$ cat config.mk
export PLATFORM = sky130hd
export DESIGN_NAME = puneh_bus_bridge
export DESIGN_NICKNAME = d
export VERILOG_FILES = /design/src/rtl/puneh_pkg.sv /design/src/rtl/puneh_timeout_ctr.sv /design/src/rtl/puneh_bus_bridge.sv
export SDC_FILE = /design/constraint.sdc
export NUM_CORES = 1
export LEC_CHECK = 0
export CAP_MARGIN = 20
export CORE_MARGIN = 2
export CORE_UTILIZATION = 43
export DETAILED_ROUTE_END_ITERATION = 10
export HOLD_SLACK_MARGIN = 0.15
export PLACE_DENSITY = 0.8
export SETUP_SLACK_MARGIN = 0.3
export SLEW_MARGIN = 5
export SYNTH_ARGS = -nofsm -noshare
export SYNTH_HDL_FRONTEND = slang
export SYNTH_SLANG_ARGS = --single-unit
$ cat constraint.sdc
create_clock -name clk -period 2.7 [get_ports clk]
set_input_delay 0.54 -clock clk [delete_from_list [all_inputs] [get_ports clk]]
set_output_delay 0.54 -clock clk [all_outputs]
set_load 0.05 [all_outputs]
$ cat src/rtl/puneh_pkg.sv
// Shared types and constants for the PUNEH memory-bus bridge.
// Provides the bridge FSM state enum, default bus widths and the error read value.
// ERR_RDATA is kept wide so any DATA_W up to MAX_DATA_W can slice it.
package puneh_pkg;

    typedef enum logic [1:0] {
        IDLE   = 2'd0,
        RD_REQ = 2'd1,
        WR_REQ = 2'd2,
        DONE   = 2'd3
    } bus_state_e;

    localparam int DEF_DATA_W = 16;
    localparam int DEF_ADDR_W = 16;
    localparam int MAX_DATA_W = 64;

    // Value returned to the core when a read times out.
    localparam logic [MAX_DATA_W-1:0] ERR_RDATA = '1;

endpackage

$ cat src/rtl/puneh_timeout_ctr.sv
// Purpose: counts cycles a memory request has been outstanding; flags expiry.
// Latency: expired is combinational and asserts in the TIMEOUT-th enabled cycle.
// Backpressure: none; TIMEOUT=0 disables expiry entirely.
// Ports: clk, rst (async, active-high), clear (restart count), enable (count this
//        cycle), expired (this is the last allowed cycle).
module puneh_timeout_ctr #(
    parameter int TIMEOUT = 255
) (
    input  logic clk,
    input  logic rst,
    input  logic clear,
    input  logic enable,
    output logic expired
);

    localparam int CNT_W = (TIMEOUT > 0) ? $clog2(TIMEOUT + 1) : 1;
    localparam logic [CNT_W-1:0] LAST = (TIMEOUT > 0) ? CNT_W'(TIMEOUT - 1) : '0;

    logic [CNT_W-1:0] cnt_q;
    logic [CNT_W-1:0] cnt_d;

    // cnt_q holds the number of enabled cycles already elapsed, so the cycle
    // in which it equals TIMEOUT-1 is the TIMEOUT-th one.
    assign expired = (TIMEOUT != 0) && enable && (cnt_q == LAST);

    always_comb begin
        cnt_d = cnt_q;
        if (clear) begin
            cnt_d = '0;
        end else if (enable && (TIMEOUT != 0) && !expired) begin
            cnt_d = cnt_q + CNT_W'(1);
        end
    end

    always_ff @(posedge clk or posedge rst) begin
        if (rst) begin
            cnt_q <= '0;
        end else begin
            cnt_q <= cnt_d;
        end
    end

endmodule

$ cat src/rtl/puneh_bus_bridge.sv
// Purpose: bridges controller rd/wr strobes onto a registered req/ack memory bus.
// Latency: reads stall the core for 1 + (request cycles until ack), DONE releases it.
// Backpressure: core_stall holds the core; posted writes release it on acceptance.
// Ports: core_rd/core_wr/core_addr/core_wdata in, core_rdata/core_stall out;
//        mem_req/mem_we/mem_addr/mem_wdata out, mem_rdata/mem_ack in; bus_err pulse.
module puneh_bus_bridge
    import puneh_pkg::*;
#(
    parameter int DATA_W    = DEF_DATA_W,
    parameter int ADDR_W    = DEF_ADDR_W,
    parameter int TIMEOUT   = 255,
    parameter int POSTED_WR = 1
) (
    input  logic              clk,
    input  logic              rst,
    input  logic              core_rd,
    input  logic              core_wr,
    input  logic [ADDR_W-1:0] core_addr,
    input  logic [DATA_W-1:0] core_wdata,
    output logic [DATA_W-1:0] core_rdata,
    output logic              core_stall,
    output logic              mem_req,
    output logic              mem_we,
    output logic [ADDR_W-1:0] mem_addr,
    output logic [DATA_W-1:0] mem_wdata,
    input  logic [DATA_W-1:0] mem_rdata,
    input  logic              mem_ack,
    output logic              bus_err
);

    localparam bit POSTED = (POSTED_WR != 0);

    bus_state_e        state_q,     state_d;
    logic              mem_req_q,   mem_req_d;
    logic              mem_we_q,    mem_we_d;
    logic [ADDR_W-1:0] mem_addr_q,  mem_addr_d;
    logic [DATA_W-1:0] mem_wdata_q, mem_wdata_d;
    logic [DATA_W-1:0] rdata_q,     rdata_d;
    logic              bus_err_q,   bus_err_d;
    logic              accept;
    logic              expired;

    puneh_timeout_ctr #(
        .TIMEOUT (TIMEOUT)
    ) u_timeout_ctr (
        .clk     (clk),
        .rst     (rst),
        .clear   (accept),
        .enable  (mem_req_q),
        .expired (expired)
    );

    // A write accepted in IDLE with posting enabled lets the core run on.
    assign core_stall = (core_rd | core_wr) & (state_q != DONE)
                      & !((state_q == IDLE) & core_wr & POSTED);

    always_comb begin
        state_d     = state_q;
        mem_req_d   = mem_req_q;
        mem_we_d    = mem_we_q;
        mem_addr_d  = mem_addr_q;
        mem_wdata_d = mem_wdata_q;
        rdata_d     = rdata_q;
        bus_err_d   = 1'b0;
        accept      = 1'b0;
        case (state_q)
            IDLE: begin
                // Write wins when both strobes are raised together.
                if (core_wr) begin
                    accept      = 1'b1;
                    state_d     = WR_REQ;
                    mem_req_d   = 1'b1;
                    mem_we_d    = 1'b1;
                    mem_addr_d  = core_addr;
                    mem_wdata_d = core_wdata;
                end else if (core_rd) begin
                    accept     = 1'b1;
                    state_d    = RD_REQ;
                    mem_req_d  = 1'b1;
                    mem_we_d   = 1'b0;
                    mem_addr_d = core_addr;
                end
            end
            RD_REQ, WR_REQ: begin
                // An ack in the expiry cycle still completes normally.
                if (mem_ack || expired) begin
                    mem_req_d = 1'b0;
                    bus_err_d = !mem_ack;
                    if (state_q == RD_REQ) begin
                        rdata_d = mem_ack ? mem_rdata : ERR_RDATA[DATA_W-1:0];
                    end
                    state_d = ((state_q == WR_REQ) && POSTED) ? IDLE : DONE;
                end
            end
            DONE: begin
                state_d = IDLE;
            end
            default: begin
                state_d = IDLE;
            end
        endcase
    end

    always_ff @(posedge clk or posedge rst) begin
        if (rst) begin
            state_q     <= IDLE;
            mem_req_q   <= 1'b0;
            mem_we_q    <= 1'b0;
            mem_addr_q  <= '0;
            mem_wdata_q <= '0;
            rdata_q     <= '0;
            bus_err_q   <= 1'b0;
        end else begin
            state_q     <= state_d;
            mem_req_q   <= mem_req_d;
            mem_we_q    <= mem_we_d;
            mem_addr_q  <= mem_addr_d;
            mem_wdata_q <= mem_wdata_d;
            rdata_q     <= rdata_d;
            bus_err_q   <= bus_err_d;
        end
    end

    assign core_rdata = rdata_q;
    assign mem_req    = mem_req_q;
    assign mem_we     = mem_we_q;
    assign mem_addr   = mem_addr_q;
    assign mem_wdata  = mem_wdata_q;
    assign bus_err    = bus_err_q;

endmodule
=== After elaboration in Yosys (flattened, before gate mapping) ===
Cells that the tools add are included.

* Bits in read-only memories: 0
* Latch bits: 0
* Bits in registers: 61
* Memories kept: 0
* Bits of input ports: 53
* Output and inout bits: 52
* Bits in writable memories: 0
* Logic and storage cells: 57

* Equality and inequality tests: 7
* $mul: 0
* Shifts and indexed selects: 0
* Bitwise gates (word level): 4
* Multiplexer cells: 21
* Add/subtract/negate cells: 1
* Reduce and logical (&&, ||, !) cells: 16
* $lt $le $gt $ge: 0
* Divide/modulo/power cells: 0

{| class="wikitable"
|+ Operators by type and width
! operator !! number
|-
| 16-bit 2-to-1 mux || 3
|-
| 8-bit 2-to-1 mux || 2
|-
| 1-bit 2-to-1 mux || 10
|-
| 8-bit by 1-bit adder with 8-bit output (second input constant) || 1
|-
| 8-bit == test (second input constant) || 1
|-
| 2-bit 2-to-1 mux || 4
|-
| 2-bit one-hot mux with 3 select lines || 1
|-
| 2-bit AND reduction || 3
|-
| 3-bit AND reduction || 2
|-
| 2-bit nonzero test || 3
|-
| 2-bit == test (second input constant) || 2
|-
| 2-bit != test (second input constant) || 2
|-
| 1-bit bitwise AND || 3
|-
| 1-bit logical NOT || 3
|-
| 3-bit != test (second input constant) || 1
|-
| 2-bit by 1-bit == test with 1-bit output (second input constant) || 1
|-
| 1-bit logical AND || 2
|-
| 2-bit logical NOT || 1
|-
| 1-bit one-hot mux with 2 select lines || 1
|-
| 2-bit OR reduction || 1
|-
| 1-bit logical OR || 1
|-
| 1-bit OR || 1
|}

=== Depth between registers and ports, before layout ===
Gate-level depths: netlist of the first run.

* Word-level depth: 6
* Mapped depth: 7
* Gate-level depth less buffers: 6

=== Modules after synthesis ===
Synthesis of the first run repeated with hierarchy kept, for this count alone.

* Cells, all modules: 255
* Area total of the unflattened synthesis: 2708.8 um^2

{| class="wikitable"
|+ Modules (own cells, without submodules)
! module !! cells an instance !! instances !! seq. area each (um^2) !! area each (um^2)
|-
| puneh_bus_bridge || 205 || 1 || 1326.3 || 2209.6
|-
| puneh_timeout_ctr || 50 || 1 || 200.2 || 499.2
|}

=== Worst setup path before layout of the first run ===
Ideal clock, no wire load.

* Kind: register to output
* From: register state_q[0]
* To: output port core_stall
* Slack: 0.711 ns
* Data arrival time: 1.449 ns
* Stages on the path, launching flop included: 6
* Buffers on the path: 0
* Data required time: 2.160 ns
* Cell sequence: dfrtp_1 inv_1 ha_1 inv_1 mux2i_1 nor2_1

* Longest elaborated chain between the ends: 4
* Elaborated cells on any way between the ends: 6
* Those cells by class: eq/ne (1); bitwise (3); reduce/logical (2)

{| class="wikitable"
|+ RTL lines
! what !! RTL line !! RTL
|-
| start: declaration || puneh_bus_bridge.sv:33 || <nowiki>bus_state_e state_q, state_d;</nowiki>
|-
| start signal: assignment || puneh_bus_bridge.sv:114 || <nowiki>state_q <= state_d;</nowiki>
|-
| 2-bit logical NOT || puneh_bus_bridge.sv:55 || <nowiki>& !((state_q == IDLE) & core_wr & POSTED);</nowiki>
|-
| 1-bit bitwise AND || puneh_bus_bridge.sv:55 ||
|-
| 1-bit logical NOT || puneh_bus_bridge.sv:55 ||
|-
| 1-bit bitwise AND (*) || puneh_bus_bridge.sv:55 ||
|-
| end: declaration || puneh_bus_bridge.sv:21 || <nowiki>output logic core_stall,</nowiki>
|}

Every way passes the cells marked *; elsewhere a longest branch is shown, timed or not.

=== Final worst setup path of the first run ===
* From: input port core_wr
* To: output port core_stall

* Longest elaborated chain between the ends: 3
* Elaborated cells on any way between the ends: 5
* Those cells by class: bitwise (4); reduce/logical (1)

{| class="wikitable"
|+ RTL lines
! what !! RTL line !! RTL
|-
| start: declaration || puneh_bus_bridge.sv:17 || <nowiki>input logic core_wr,</nowiki>
|-
| 1-bit OR or 1-bit bitwise AND (tied branches) || puneh_bus_bridge.sv:54, puneh_bus_bridge.sv:55 ||
|-
| 1-bit bitwise AND or 1-bit logical NOT (tied branches) || puneh_bus_bridge.sv:54, puneh_bus_bridge.sv:55 ||
|-
| 1-bit bitwise AND (*) || puneh_bus_bridge.sv:55 ||
|}

Marked as above.

==> results_dict.tcl, run 1 <==
set metrics [dict create \
    status "finished, final reports clean" \
    chipHeight_um 80.95 \
    drc 0 \
    syn_avg_cell_area_um2 11.57 \
    cts_inserted_buffers 9 \
    first_pass_iters 4 \
    netlist_area_um2 2546 \
    crit_end "core_stall" \
    die-area_um2 6553 \
    dr.first_iter.drc_count 121 \
    hpwl_um 4109 \
    fin_crit_ns 2.163 \
    grt_pass1_vias 1991 \
    hp-class "flip-flop to flip-flop" \
    leakage_nw 1.741 \
    postCtsResizedCells 0 \
    whs_ns 0.4729 \
    overflow 0 \
    dp.cells 397 \
    synthesis.nets 280 \
    antenna_found_initial 0 \
    holdBufCountCts 0 \
    maxCapViolCount 0 \
    synth-seq-cells 61 \
    worst-path-stages 4 \
    htreeDepth 3 \
    r2r_end "core_rdata[9]$_DFFE_PP0P_" \
    io_buffer_count 104 \
    final_max_slew_viol_count 0 \
    slowest_delay_ns 0.60 \
    power_density_nw_per_um2 1400 \
    hold_viol 0 \
    start_kind "input pin" \
    grt_pass1_wl_um 9425 \
    synth_seq_area_share_pct 59.95 \
    final.setup.tns_ns 0 \
    synth_top_family_by_area "simple AND/OR/NAND/NOR gates" \
    n_antenna_cell 0 \
    cp.arrival_ns 1.62 \
    critPathBufInv 2 \
    slew_headroom_pct 57.57 \
    area_delta_synth_final_pct 52.24 \
    rr_startpoint "state_q[0]$_DFFE_PP0P_" \
    ir_drop_uv 953.5 \
    r2r_cells 4 \
    yosys.area_share.simple_pct 14.40 \
    finalSetupViolations 0 \
    cp_cell_sequence "clkdlybuf4s50_1, mux2i_1, nor2_1, buf_12" \
    fin_area_um2 3876 \
    placedInstanceArea_um2 3699 \
    cts.sinks 61 \
    wl_um 5799 \
    final_common_cell "clkdlybuf4s50_1" \
    synth.area.mux_share_pct 9.140 \
    fin_nets 393 \
    clkTransAtPathRegs_ns 0.06 \
    fmax_mhz 462.4 \
    r2r_slack_ns 0.85 \
    cpMaxStageDelayCell "clkdlybuf4s50_1" \
    synthAdderAreaFrac_pct 3.440 \
    grt.total_usage_pct 19.11 \
    wl_per_cell_um 14.04 \
    grt_max_degree 30 \
    finClkSkew_ns 0.007530 \
    worst-setup-path-type "input pin to output pin" \
    via_count 2018 \
    core_um2 5816 \
    post_drt_via_cell_ratio 4.886 \
    clock_latency_ns 0.33 \
    synth-xor-area-share_pct 0.3440 \
    place.gp.congestion 0.7541 \
    cpLargestDelayFamily "buffers and inverters" \
    io_pins 105 \
    rsz0062_at_grt "false" \
    postCtsSetupBuffers 0 \
    worst_slew_pin_slew_ns 0.6347 \
    final_util_pct 66.65 \
    initial_utilization_pct 43.78 \
    critical_path_peak_fanout 6 \
    die_x_um 80.95 \
    cp-startpoint "core_wr" \
    finalCritPeriodShare_pct 80.10 \
    cp.required_ns 2.16 \
    cts_tree "yes" \
    synth_compound_area_share_pct 9.877 \
    ys_warn_count 0 \
    worst_setup_path_end_kind "output pin" \
    ys_types 30 \
    layout-drive-gt1-share_pct 13.02 \
    instances_no_fill 413 \
    clockBufferDepth 2 \
    antenna_left 0 \
    syn_inst 220 \
    std_cell_rows 28 \
    final_cell_mix "clkdlybuf4s50_1, dfrtp_1, nand2_1" \
    cts-root-buf "clkbuf_8" \
]
==> routing by layer <==
layer | wire [µm] | track usage, %
met1 | 2426 | 23.02
met3 | 433 | 7.444
met2 | 2841 | 30.99
met5 | 0 | 0
met4 | 98 | 7.288
==> worst min-delay path, stage by stage, from the launching register on <==
cell and delay [ns]:
dfrtp_1 0.34, nand2_1 0.05, nand2_1 0.05
==> cell type report <==
cell class / count / area [µm²]
multi-input cells: 144 / 947.2
fillers: 485 / 1939
clock inverters: 4 / 22.52
well taps: 75 / 93.84
inverters: 8 / 30.03
flip-flops and latches: 61 / 1526
repair buffers: 109 / 1101
clock buffers: 12 / 155.1
==> report_power, final <==
group | switching, mW | leakage (nW) | internal (mW)
clock | 0.340 | 0.0921 | 0.378
sequential | 0.239 | 0.735 | 1.33
combinational | 2.02 | 0.913 | 1.12
total | 2.60 | 1.74 | 2.83
==> cell usage after synthesis <==
cell type / instances / area, µm²
buf_8: 1 / 15.01
mux2_2: 18 / 202.7
o21ai_0: 6 / 30.03
and4_1: 1 / 8.760
inv_1: 8 / 30.03
ha_1: 7 / 87.58
o31a_1: 1 / 8.760
a31oi_1: 2 / 12.51
and3_1: 1 / 6.260
buf_2: 1 / 5.000
nand3_1: 4 / 20.02
nor3_4: 1 / 16.27
o211a_4: 1 / 17.52
a211oi_1: 3 / 22.52
and2_1: 2 / 12.51
nand4_1: 1 / 6.260
nand2_1: 58 / 217.7
clkbuf_1: 4 / 15.01
dfrtp_1: 61 / 1526
a21oi_1: 1 / 5.000
o31ai_1: 1 / 7.510
nand2b_1: 1 / 6.260
xnor2_1: 1 / 8.760
o211ai_1: 1 / 7.510
o22a_1: 16 / 140.1
nor2_1: 12 / 45.04
mux2i_1: 3 / 30.03
nand4_4: 1 / 21.27
buf_4: 1 / 7.510
or2_2: 1 / 6.260
==> how the worst min path moves through the flow <==
stage / start / to / slack, ns / depth (start not counted)
after floorplan: u_timeout_ctr.cnt_q[6]$_DFFE_PP0P_ / u_timeout_ctr.cnt_q[6]$_DFFE_PP0P_ / 0.46 / 1
after global placement: mem_addr[2]$_DFFE_PP0P_ / mem_addr[2]$_DFFE_PP0P_ / 0.46 / 2
after detailed placement: mem_addr[8]$_DFFE_PP0P_ / mem_addr[8]$_DFFE_PP0P_ / 0.46 / 2
after CTS: mem_addr[9]$_DFFE_PP0P_ / mem_addr[9]$_DFFE_PP0P_ / 0.48 / 2
after global routing: mem_addr[9]$_DFFE_PP0P_ / mem_addr[9]$_DFFE_PP0P_ / 0.49 / 2
final: mem_addr[9]$_DFFE_PP0P_ / mem_addr[9]$_DFFE_PP0P_ / 0.47 / 2
==> logic make-up after synthesis <==
group / count (synthesis)
compound gates: 32
mux: 21
buf+inv: 15
fa+ha+maj: 7
simple gates: 83
flops: 61
xor+xnor: 1
==> sequential cells by signal, summed over array words and instances, names as in the netlist <==
register             flops
bus_err                  1
mem_req                  1
state_q                  2
core_rdata              16
mem_addr                16
u_timeout_ctr.cnt_q      8
mem_we                   1
mem_wdata               16
==> through the flow <==
stage | setup WS (ns) | total power [mW]
global route | 0.4222 | 5.727
CTS | 0.5380 | 5.482
finish | 0.5372 | 5.428
floorplan | 0.6470 | 3.656
global placement | 0.5816 | 4.678
detailed placement | 0.5433 | 4.738
Note: power is estimated with default switching activity, not from simulation.
==> run 2: changes to the inputs <==
==> constraint.sdc (replaced) <==
create_clock -name clk -period 2.1 [get_ports clk]
set_input_delay 0.42 -clock clk [delete_from_list [all_inputs] [get_ports clk]]
set_output_delay 0.42 -clock clk [all_outputs]
set_load 0.05 [all_outputs]
==> run 2 against run 1 <==
  * Cell count increased by 1.5%
  * First-iteration DRC count down 40%
  * Design area increased by 2.2%
  * Count of clock-buffer cells in the layout increased by 1
  * Flip-flop and latch count stayed put
  * Total power up 32%
==> results_dict.tcl, run 2 (synthesis gave the netlist of run 1 again) <==
set metrics [dict create \
    status "finished, final reports clean" \
    holdBufCountCts 0 \
    r2r_end "state_q[1]$_DFFE_PP0P_" \
    fin_crit_ns 1.816 \
    critical_path_peak_fanout 2 \
    overflow 0 \
    wl_per_cell_um 14.15 \
    chipHeight_um 80.95 \
    hold_viol 0 \
    htreeDepth 3 \
    n_antenna_cell 0 \
    area_delta_synth_final_pct 55.58 \
    placedInstanceArea_um2 3712 \
    start_kind "flip-flop" \
    hpwl_um 4090 \
    cp-startpoint "state_q[1]$_DFFE_PP0P_" \
    grt_pass1_vias 2019 \
    final_common_cell "dfrtp_1" \
    final.setup.tns_ns 0 \
    finClkSkew_ns 0.006783 \
    final_cell_mix "dfrtp_1, nand2_1, dlygate4sd2_1" \
    die_x_um 80.95 \
    die-area_um2 6553 \
    power_density_nw_per_um2 1813 \
    worst-setup-path-type "flip-flop to output pin" \
    r2r_slack_ns 0.37 \
    wl_um 5929 \
    cp.arrival_ns 1.40 \
    io_buffer_count 104 \
    instances_no_fill 419 \
    core_um2 5816 \
    fin_ws_ns 0.2839 \
    rr_startpoint "u_timeout_ctr.cnt_q[0]$_DFFE_PP0P_" \
    worst_slew_pin_slew_ns 0.5216 \
    grt_max_degree 39 \
    fill_cells 481 \
    dr.first_iter.drc_count 72 \
    place_ws_ns 0.2213 \
    layout-drive-gt1-share_pct 16.28 \
    place.gp.congestion 0.7859 \
    worst_setup_path_end_kind "output pin" \
    final_util_pct 68.12 \
    cts_tree "yes" \
    post_drt_via_cell_ratio 4.878 \
    fin_nets 399 \
    cts.sinks 61 \
    io_pins 105 \
    antenna_found_initial 0 \
    clock_latency_ns 0.34 \
    initial_utilization_pct 43.78 \
    crit_end "core_stall" \
    clkTransAtPathRegs_ns 0.06 \
    via_count 2044 \
    first_pass_iters 4 \
    cts_inserted_buffers 9 \
    fmax_mhz 550.6 \
    leakage_nw 1.882 \
    cp.required_ns 1.68 \
    cts-root-buf "clkbuf_8" \
    final_max_slew_viol_count 0 \
    r2r_cells 6 \
    maxCapViolCount 0 \
    clockBufferDepth 2 \
    drc 0 \
    std_cell_rows 28 \
    hp-class "flip-flop to flip-flop" \
    finalSetupViolations 0 \
    slew_headroom_pct 65.37 \
    grt.total_usage_pct 19.25 \
    antenna_left 0 \
    ir_drop_uv 1062 \
    rsz0062_at_grt "true" \
    finalCritPeriodShare_pct 86.48 \
    dp.cells 398 \
    grt_pass1_wl_um 9459 \
    fin_area_um2 3961 \
]
-- run 2: changes by cell type in the layout (fill, tap and decap cells not counted), moves of 3 or more --
cell	before	now
inv_1	7	4
bufinv_16	0	3
dlygate4sd2_1	0	52
clkinv_2	3	0
buf_4	4	10
clkdlybuf4s50_1	103	51
-- run 2: stage by stage --
| step | hold WS [ns] | total power [mW] |
|---|---|---|
| 2_1_floorplan | 0.4620 | 4.705 |
| 3_3_place_gp | 0.4574 | 6.050 |
| 3_5_place_dp | 0.4622 | 6.126 |
| 4_1_cts | 0.4758 | 7.220 |
| 5_1_grt | 0.5045 | 7.566 |
| 6_report | 0.4674 | 7.181 |
-- run 2: worst min-delay path by stage --
stage                                            start                            endpoint  slack (ns)  cells after the start
finish                         mem_addr[9]$_DFFE_PP0P_             mem_addr[9]$_DFFE_PP0P_        0.47                      2
global route                  mem_addr[12]$_DFFE_PP0P_            mem_addr[12]$_DFFE_PP0P_        0.50                      2
CTS                            mem_addr[4]$_DFFE_PP0P_             mem_addr[4]$_DFFE_PP0P_        0.48                      2
floorplan           u_timeout_ctr.cnt_q[6]$_DFFE_PP0P_  u_timeout_ctr.cnt_q[6]$_DFFE_PP0P_        0.46                      1
global placement               mem_addr[7]$_DFFE_PP0P_             mem_addr[7]$_DFFE_PP0P_        0.46                      2
detailed placement            mem_addr[13]$_DFFE_PP0P_            mem_addr[13]$_DFFE_PP0P_        0.46                      2
-- run 2: critical path, stage by stage, from the launching register on --
cell	delay, ns
dfrtp_1	0.40
inv_2	0.10
ha_4	0.15
inv_2	0.03
mux2i_1	0.16
nor2_2	0.08
buf_12	0.15
-- run 2: report_power, final --
| part | internal (mW) | switching (mW) | total, mW |
|---|---|---|---|
| Sequential | 1.71 | 0.280 | 1.99 |
| Clock | 0.887 | 0.436 | 1.32 |
| Combinational | 1.21 | 2.66 | 3.87 |
| Total | 3.81 | 3.37 | 7.18 |
-- run 2: final cells by class --
type / count / area, µm² / share of cell area, %
sequential: 61 / 1526 / 38.53
timing repair buffer: 115 / 1081 / 27.29
multi-input combinational: 144 / 967.2 / 24.42
clock buffer: 13 / 168.9 / 4.264
tap: 75 / 93.84 / 2.369
clock inverter: 3 / 90.09 / 2.274
inverter: 8 / 33.78 / 0.8528
-- run 2: layer usage --
metal | up-vias | global-route usage, % | routed length [µm]
met2 | 60 | 29.09 | 2877
met3 | 14 | 8.556 | 458
met5 | - | 0 | 0
met1 | 985 | 23.32 | 2455
li1 | 985 | - | -
met4 | 0 | 9.831 | 138
-- run 2: timing repair --
action	CTS	global route
gates resized for setup	57	1
gates cloned	0	0
pin swaps	2	0
buffers inserted	4	1
endpoints found under the setup margin	52	3
==> run 3: changes to the inputs <==
--- a/config.mk
+++ b/config.mk
@@ -6,7 +6,7 @@
 export NUM_CORES = 1
 export LEC_CHECK = 0
 export CAP_MARGIN = 20
-export CORE_MARGIN = 2
+export CORE_MARGIN = 5
 export CORE_UTILIZATION = 43
 export DETAILED_ROUTE_END_ITERATION = 10
 export HOLD_SLACK_MARGIN = 0.15
==> run 3 against run 2 <==
  * First-iteration DRC count is 5.6% lower
  * Cell count is 0.48% higher
  * Total power is 3.6% lower
  * Sequential power hardly changed
  * Global-route usage is 1.6 points lower
  * Wire length is 4.3% higher
  * Critical path depth stayed put
  * Die area is 15% higher
  * Worst hold slack better by 0.0012 ns
==> results_dict.tcl, run 3 (synthesis gave the netlist of run 1 again) <==
set metrics [dict create \
    status "finished, final reports clean" \
    placedInstanceArea_um2 3715 \
    r2r_cells 6 \
    r2r_slack_ns 0.42 \
    grt_max_degree 34 \
    die-area_um2 7560 \
    wl_met2_um 3188 \
    fin_crit_ns 1.783 \
    rr_startpoint "u_timeout_ctr.cnt_q[0]$_DFFE_PP0P_" \
    final.setup.tns_ns 0 \
    power_density_nw_per_um2 1766 \
    first_pass_iters 4 \
    rsz0062_at_grt "true" \
    hold_viol 0 \
    worst_slew_pin_slew_ns 0.5236 \
    maxCapViolCount 0 \
    via_count 2072 \
    seq_power_share_pct 28.7 \
    cp-startpoint "state_q[0]$_DFFE_PP0P_" \
    overflow 0 \
    area_delta_synth_final_pct 53.96 \
    worst-setup-path-type "flip-flop to output pin" \
    p_switching_mw 3.376 \
    crit_end "core_stall" \
    wl_per_cell_um 14.69 \
    final_common_cell "dfrtp_1" \
    clkTransAtPathRegs_ns 0.06 \
    cts_tree "yes" \
    finalCritPeriodShare_pct 84.91 \
    io_pins 105 \
    combinationalPowerShare_pct 56.4 \
    hpwl_um 4522 \
    io_buffer_count 104 \
    met3WireLength_um 545 \
    antenna_left 0 \
    highest_layer "met4" \
    clkPwrFrac_pct 15.0 \
    clock_latency_ns 0.33 \
    core_um2 5851 \
    clockBufferDepth 2 \
    holdBufCountCts 0 \
    slew_headroom_pct 65.23 \
    cp.arrival_ns 1.36 \
    critical_path_peak_fanout 2 \
    place.gp.congestion 0.7772 \
    dr.first_iter.drc_count 68 \
    post_drt_via_cell_ratio 4.922 \
    wl_met1_um 2400 \
    layout-drive-gt1-share_pct 17.34 \
    antenna_found_initial 0 \
    fin_nets 402 \
    std_cell_rows 28 \
    final_max_slew_viol_count 0 \
    finClkSkew_ns 0.007569 \
    final_util_pct 67.00 \
    cts-root-buf "clkbuf_8" \
    grt.total_usage_pct 17.65 \
    final_cell_mix "dfrtp_1, nand2_1, clkdlybuf4s50_1, dlygate4sd2_1, mux2_2" \
    ir_drop_uv 943.0 \
    hp-class "flip-flop to flip-flop" \
    grt_pass1_vias 2204 \
    worst_setup_path_end_kind "output pin" \
    intPower_mw 3.547 \
    drc 0 \
    leakage_nw 1.861 \
    wl_um 6185 \
    initial_utilization_pct 43.52 \
    r2r_end "state_q[1]$_DFFE_PP0P_" \
    chipHeight_um 86.95 \
    fmax_mhz 560.8 \
    fin_area_um2 3920 \
    swShare_pct 48.77 \
    die_x_um 86.95 \
    cts.sinks 61 \
    htreeDepth 3 \
    worstHoldStart "mem_addr[8]$_DFFE_PP0P_" \
    n_antenna_cell 0 \
    cp.required_ns 1.68 \
    grt_pass1_wl_um 10120 \
    start_kind "flip-flop" \
    finalSetupViolations 0 \
    cts_inserted_buffers 9 \
]
## run 3: per-stage QoR
| stage | power (mW) | setup WS, ns | hold slack [ns] | std cells |
|---|---|---|---|---|
| final | 6.922 | 0.3169 | 0.4686 | 421 |
| after global routing | 7.331 | 0.2426 | 0.4906 | 421 |
| after CTS | 6.986 | 0.2707 | 0.4719 | 421 |
| after detailed placement | 6.156 | 0.2062 | 0.4609 | 400 |
| after global placement | 6.070 | 0.2113 | 0.4560 | 400 |
| after floorplan | 4.705 | 0.4437 | 0.4620 | 220 |
## run 3: worst max-delay path: stages, from the launching register on
cell and delay, ns:
dfrtp_1 0.41, inv_2 0.09, ha_4 0.14, inv_2 0.04
mux2i_2 0.15, nor2_2 0.07, buf_12 0.14
## run 3: worst min-delay path by stage
stage / end / cells after the start
floorplan: u_timeout_ctr.cnt_q[6]$_DFFE_PP0P_ / 1
global placement: mem_addr[10]$_DFFE_PP0P_ / 2
detailed placement: mem_addr[8]$_DFFE_PP0P_ / 2
CTS: mem_addr[8]$_DFFE_PP0P_ / 2
global route: mem_addr[4]$_DFFE_PP0P_ / 2
finish: mem_addr[8]$_DFFE_PP0P_ / 2
## run 3: power groups by stage
stage                     combinational, mW  sequential (mW)  clock [mW]
after CTS                              3.94             1.99        1.06
final                                  3.90             1.98        1.04
after floorplan                       0.999             3.71           0
after global placement                 4.07             2.00           0
after global routing                   4.15             2.07        1.12
after detailed placement               4.13             2.03           0
## run 3: cell type report
type | count | area [µm²]
inverters | 8 | 33.78
flip-flops and latches | 61 | 1526
well taps | 75 | 93.84
repair buffers | 118 | 1096
multi-input cells | 144 | 970.9
clock inverters | 4 | 47.55
fillers | 482 | 1931
clock buffers | 11 | 151.4
## run 3: what timing repair did
item / 4_1_cts / 5_1_grt
resized for setup: 57 / 4
setup buffers: 6 / 0
pin swaps: 2 / 2
endpoints found under the setup margin: 52 / 4
## run 3: layer usage
metal / GRT usage [%] / vias to the layer above
li1: - / 993
met1: 19.20 / 1014
met2: 29.74 / 60
met3: 8.325 / 5
met4: 6.799 / 0
met5: 0 / -
==> RTL edit 1: new RTL, config.mk and constraints of run 1 <==
Remove the register `bus_err_q`: a continuous assignment takes its place, so the output `bus_err` follows one clock earlier.
--- a/src/rtl/puneh_bus_bridge.sv
+++ b/src/rtl/puneh_bus_bridge.sv
@@ -111,3 +111,2 @@
             rdata_q     <= '0;
-            bus_err_q   <= 1'b0;
         end else begin
@@ -119,5 +118,6 @@
             rdata_q     <= rdata_d;
-            bus_err_q   <= bus_err_d;
         end
     end
+
+    assign bus_err_q = bus_err_d;
 
Formal check against the unedited RTL: same outputs for any inputs over 4 cycles, from zero or initial values and one cycle with rst high; that may be too few to reach the edited logic, so the function may still have changed.
==> RTL edit 1 against run 1 <==
Routed wire length up 3.2%; count of clock-buffer cells in the layout up 1; worst setup slack worse by 0.092 ns; cell area down 0.19%; sequential share of layout area down 0.57 points; sequential cell count down 1; power up 0.50%; area after synthesis down 0.98%; largest cell class unchanged.
==> RTL edit 1: results (changes against run 1) <==
Global routing
  • Global-route wire length before repair: 9.956 mm (was 9.425 mm)
  • Vias in the first global route: 2072 (was 1991)
  • Pin count of the biggest net entering global routing: 34 (was 30)
  • GRT Util Overall: 0.2065 (was 0.1911)
  • Initial antenna violation count: 0 (unchanged)

Power
  • Leakage Power: 1.729 nW (was 1.741 nW)
  • Max VDD drop: 921.0 µV (was 953.5 µV)

Logic synthesis
  • Sequential fraction of the synthesis area: 0.5955 (was 0.5995)
  • Post-synth top cells: 60 x dfrtp_1, 58 x nand2_1, 18 x mux2_2 (was 61 x dfrtp_1, 58 x nand2_1, 18 x mux2_2)
  • Ys async rst share: 1.000 (unchanged)
  • Ranking of synthesized cells by area: dfrtp_1 60%, nand2_1 8.6%, mux2_2 8.0% (unchanged)
  • Library cells used by synthesis: 30 (unchanged)
  • Yosys warning total: 0 (unchanged)
  • Net Count, Synth: 279 (was 280)

Clock network
  • CTS H-tree depth: 3 (unchanged)
  • Clk Latency, worst-skew pair: 0.33 ns (about the same)
  • Worst-path clk slew: 0.07 ns
  • Longest Clk Path Bufs: 2 (unchanged)
  • Root Buffer: clkbuf_8 (unchanged)
  • CTS buffer count: 9 (unchanged)

Layout
  • Share of cells above drive strength 1: 0.1369 (was 0.1302)
  • ANT cells: 0 (unchanged)
  • Nets: 392 (was 393)

Placement
  • GPL Wtd Cong: 0.7365 (was 0.7541)
  • Detailed placement HPWL: 4.231 mm (was 4.109 mm)
  • Port bufs: 104 (unchanged)

Route
  • Vias: 1993 (was 2018)
  • DRT iter0 DRCs: 59 (was 121)
  • Wire length per cell: 14.67 µm (was 14.04 µm)
  • TritonRoute pass-1 iters: 4 (unchanged)

Min path
  • Hold path depth: 2 (unchanged)
  • Hold path start: mem_addr[4] (was mem_addr[9])
  • Path category of the worst min-delay check: reg -> reg (unchanged)

Setup path
  • Critical path peak fanout: 5 (was 6)
  • R2r worst-path depth: 4 (unchanged)
  • Arrival @ worst endpoint: 1.71 ns (was 1.62 ns)
  • CP endpoint: bus_err (was core_stall)
  • Reg2Reg Capture Point: core_rdata[2] (was core_rdata[9])
  • Reg-to-Reg Start: state_q[0] (unchanged)
  • Critical Path Start: u_timeout_ctr.cnt_q[0] (was core_wr)
  • Worst reg-to-reg setup slack: 0.91 ns (was 0.85 ns)

Timing
  • Relative slew slack: 0.5930 (was 0.5757)
  • Worst Skew: 0.008607 ns (was 0.007530 ns)

Run status
  • Outcome: finished, final reports clean (unchanged)
-- RTL edit 1: cell types whose count changed after synthesis --
cell / delta
dfrtp_1: -1
-- RTL edit 1: how the worst min path moves through the flow --
stage | endpoint
after floorplan | u_timeout_ctr.cnt_q[6]
after global placement | mem_addr[8]
after detailed placement | mem_addr[2]
after CTS | mem_addr[1]
after global routing | mem_addr[12]
final | mem_addr[4]
-- RTL edit 1: area by class of cell --
class	instances	area (µm²)
inverter	8	30.03
tap	72	90.09
sequential	60	1501
clock buffer	13	158.9
multi-input combinational	144	967.2
clock inverter	2	10.01
timing repair buffer	109	1111
fill	420	1705
-- RTL edit 1: per-layer routing --
metal	vias up	global-route usage	wire [µm]
li1	973	-	-
met1	942	0.2354	2431
met2	66	0.3292	2847
met3	12	0.09438	590
met4	0	0.09831	116
met5	-	0	0
-- RTL edit 1: logic make-up after synthesis --
family | Yosys count | share of synthesized area
buffers and inverters | 15 | 0.02878
adder cells (fa/ha/maj) | 7 | 0.03474
AO/OA/AOI/OAI | 32 | 0.09975
AND/OR/NAND/NOR | 83 | 0.1454
XOR/XNOR | 1 | 0.003475
multiplexers | 21 | 0.09231
flip-flops | 60 | 0.5955
-- RTL edit 1: through the flow --
step | instances | cell area, µm² | total power [mW] | setup slack, ns | hold slack, ns
after global placement | 392 | 3672 | 4.689 | 0.6068 | 0.4569
after floorplan | 219 | 2521 | 3.640 | 0.6753 | 0.4620
after detailed placement | 392 | 3672 | 4.731 | 0.5997 | 0.4619
final | 408 | 3869 | 5.455 | 0.4456 | 0.4748
after CTS | 407 | 3841 | 5.471 | 0.3274 | 0.4811
after global routing | 408 | 3869 | 5.757 | 0.3357 | 0.4908
-- RTL edit 1: what timing repair did --
| item | in CTS | in global routing |
|---|---|---|
| setup buffers | 0 | 1 |
| resized for setup | 0 | 3 |
| hold endpoints to repair | 0 | 0 |
| setup endpoints to repair | 0 | 1 |
-- RTL edit 1: worst max-delay path, cell delays in order, from the launching register on --
cell and delay, ns:
dfrtp_1 0.40, inv_1 0.09, ha_1 0.21, nand3_2 0.16
nor2_2 0.16, and3_1 0.22, buf_12 0.14
-- RTL edit 1: where the power goes --
group	total, mW	internal (mW)	switching, mW
registers	1.56	1.31	0.248
logic	3.20	1.15	2.04
clock network	0.696	0.376	0.320
total	5.45	2.84	2.61
==> RTL edit 2: new RTL, flow settings as in run 1 <==
Without the edit above. Change the package constant `DEF_DATA_W` from 16 to 18.
--- a/src/rtl/puneh_pkg.sv
+++ b/src/rtl/puneh_pkg.sv
@@ -12,3 +12,3 @@
 
-    localparam int DEF_DATA_W = 16;
+    localparam int DEF_DATA_W = 18;
     localparam int DEF_ADDR_W = 16;
Ports: changed (resized core_rdata, core_wdata, mem_rdata and mem_wdata); port bits go from 105 to 113. The function was not compared with the original's and may differ.
==> RTL edit 2 against run 1 <==
Area after synthesis rose by 6.1%; worst setup slack worse by 0.047 ns; sequential cell count up 4; clock power is 10% higher; routed wire length up 3.9%; cell area grew 5.9%; power is 7.3% higher; combinational power is 7.0% higher; clock skew about the same; critical path type is now reg -> out.
==> RTL edit 2: results (changes against run 1) <==
Run status
  • Outcome: finished, final reports clean (unchanged)

Placement
  • Port bufs: 112 (was 104)
  • Placed inst area: 0.003916 mm² (was 0.003699 mm²)
  • Inst Count DP: 414 (was 397)
  • Detailed placement HPWL: 4.272 mm (was 4.109 mm)
  • Pre-CTS setup slack: 0.5114 ns (was 0.5433 ns)
  • GPL Wtd Cong: 0.7974 (was 0.7541)

Route
  • DRT iter0 DRCs: 99 (was 121)
  • Routed wl met2: 2.723 mm (was 2.841 mm)
  • WL final: 6.024 mm (was 5.799 mm)
  • WL met3: 561 µm (was 433 µm)
  • Via/cell ratio: 4.884 (was 4.886)
  • Met1 WL: 2.676 mm (was 2.426 mm)

Setup path
  • Crit path largest cell delay: 0.86 ns (was 0.60 ns)
  • Arrival @ worst endpoint: 1.67 ns (was 1.62 ns)
  • Critical path peak fanout: 8 (was 6)

Logic synthesis
  • Net Count, Synth: 295 (was 280)
  • Library cells used by synthesis: 28 (was 30)
  • Synth Area in Compound Gates: 0.09541 (was 0.09877)
  • Post-synthesis adder-cell area fraction: 0.03242 (was 0.03440)
  • Post-synth top cells: 65 x dfrtp_1, 62 x nand2_1, 20 x mux2_2 (was 61 x dfrtp_1, 58 x nand2_1, 18 x mux2_2)
  • Sequential fraction of the synthesis area: 0.6021 (was 0.5995)
  • Number of cells produced by synthesis: 231 (was 220)
  • Post-synthesis mux area share: 0.09819 (was 0.09140)
  • Ranking of synthesized cells by area: dfrtp_1 60%, nand2_1 8.6%, mux2_2 8.3% (was dfrtp_1 60%, nand2_1 8.6%, mux2_2 8.0%)

Layout
  • Clk_buf instances: 13 (was 12)
  • Nonclk buf count: 116 (was 109)
  • Non-clock buffer share: 0.2859 (was 0.2841)
  • Inverter count: 7 (was 8)
  • Register area: 0.001627 mm² (was 0.001526 mm²)
  • Multi-input gate area: 996.0 µm² (was 947.2 µm²)
  • Share of cells above drive strength 1: 0.1634 (was 0.1302)
  • Fillers: 456 (was 485)
  • Non-filler cells, final: 430 (was 413)
  • Multi-input gate count: 151 (was 144)

Global routing
  • Vias in the first global route: 2126 (was 1991)
  • Pin count of the biggest net entering global routing: 35 (was 30)
  • Met2 Resource Use GR: 0.2845 (was 0.3099)
  • GRT Util Overall: 0.1843 (was 0.1911)
  • Met3 usage: 0.07654 (was 0.07444)
  • Met1 Usage GRT: 0.2305 (was 0.2302)

Timing
  • Worst Skew: 0.007067 ns (was 0.007530 ns)
  • Relative slew slack: 0.5203 (was 0.5757)

Power
  • Max VDD drop: 817.5 µV (was 953.5 µV)
  • Leakage Power: 1.827 nW (was 1.741 nW)
  • P_int: 3.090 mW (was 2.832 mW)

Die
  • Die Wd: 83.26 µm (was 80.95 µm)
[RTL edit 2: cell types whose count changed after synthesis, sizes merged, moves of 2 or more]
cell	change
dfrtp	+4
nand2	+4
a211oi	-3
a31oi	+2
mux2	+2
o22a	+2
[RTL edit 2: final timing paths]
kind	from	endpoint	slack (ns)	depth (start not counted)
worst min-delay path	mem_we	mem_we	0.48	2
min in group asynchronous	rst	core_rdata[3]	0.66	2
max in group asynchronous	rst	mem_addr[8]	1.42	3
worst max register to register	state_q[0]	core_rdata[7]	0.75	4
worst max-delay path	mem_req	mem_req	0.49	1
worst min register to register	mem_we	mem_we	0.48	2
[RTL edit 2: power groups by stage]
stage	clock network [mW]	logic, mW	registers (mW)
6_report	0.792	3.36	1.67
5_1_grt	0.874	3.54	1.73
4_1_cts	0.817	3.40	1.67
3_5_place_dp	0	3.39	1.68
3_3_place_gp	0	3.34	1.67
2_1_floorplan	0	0.821	3.09
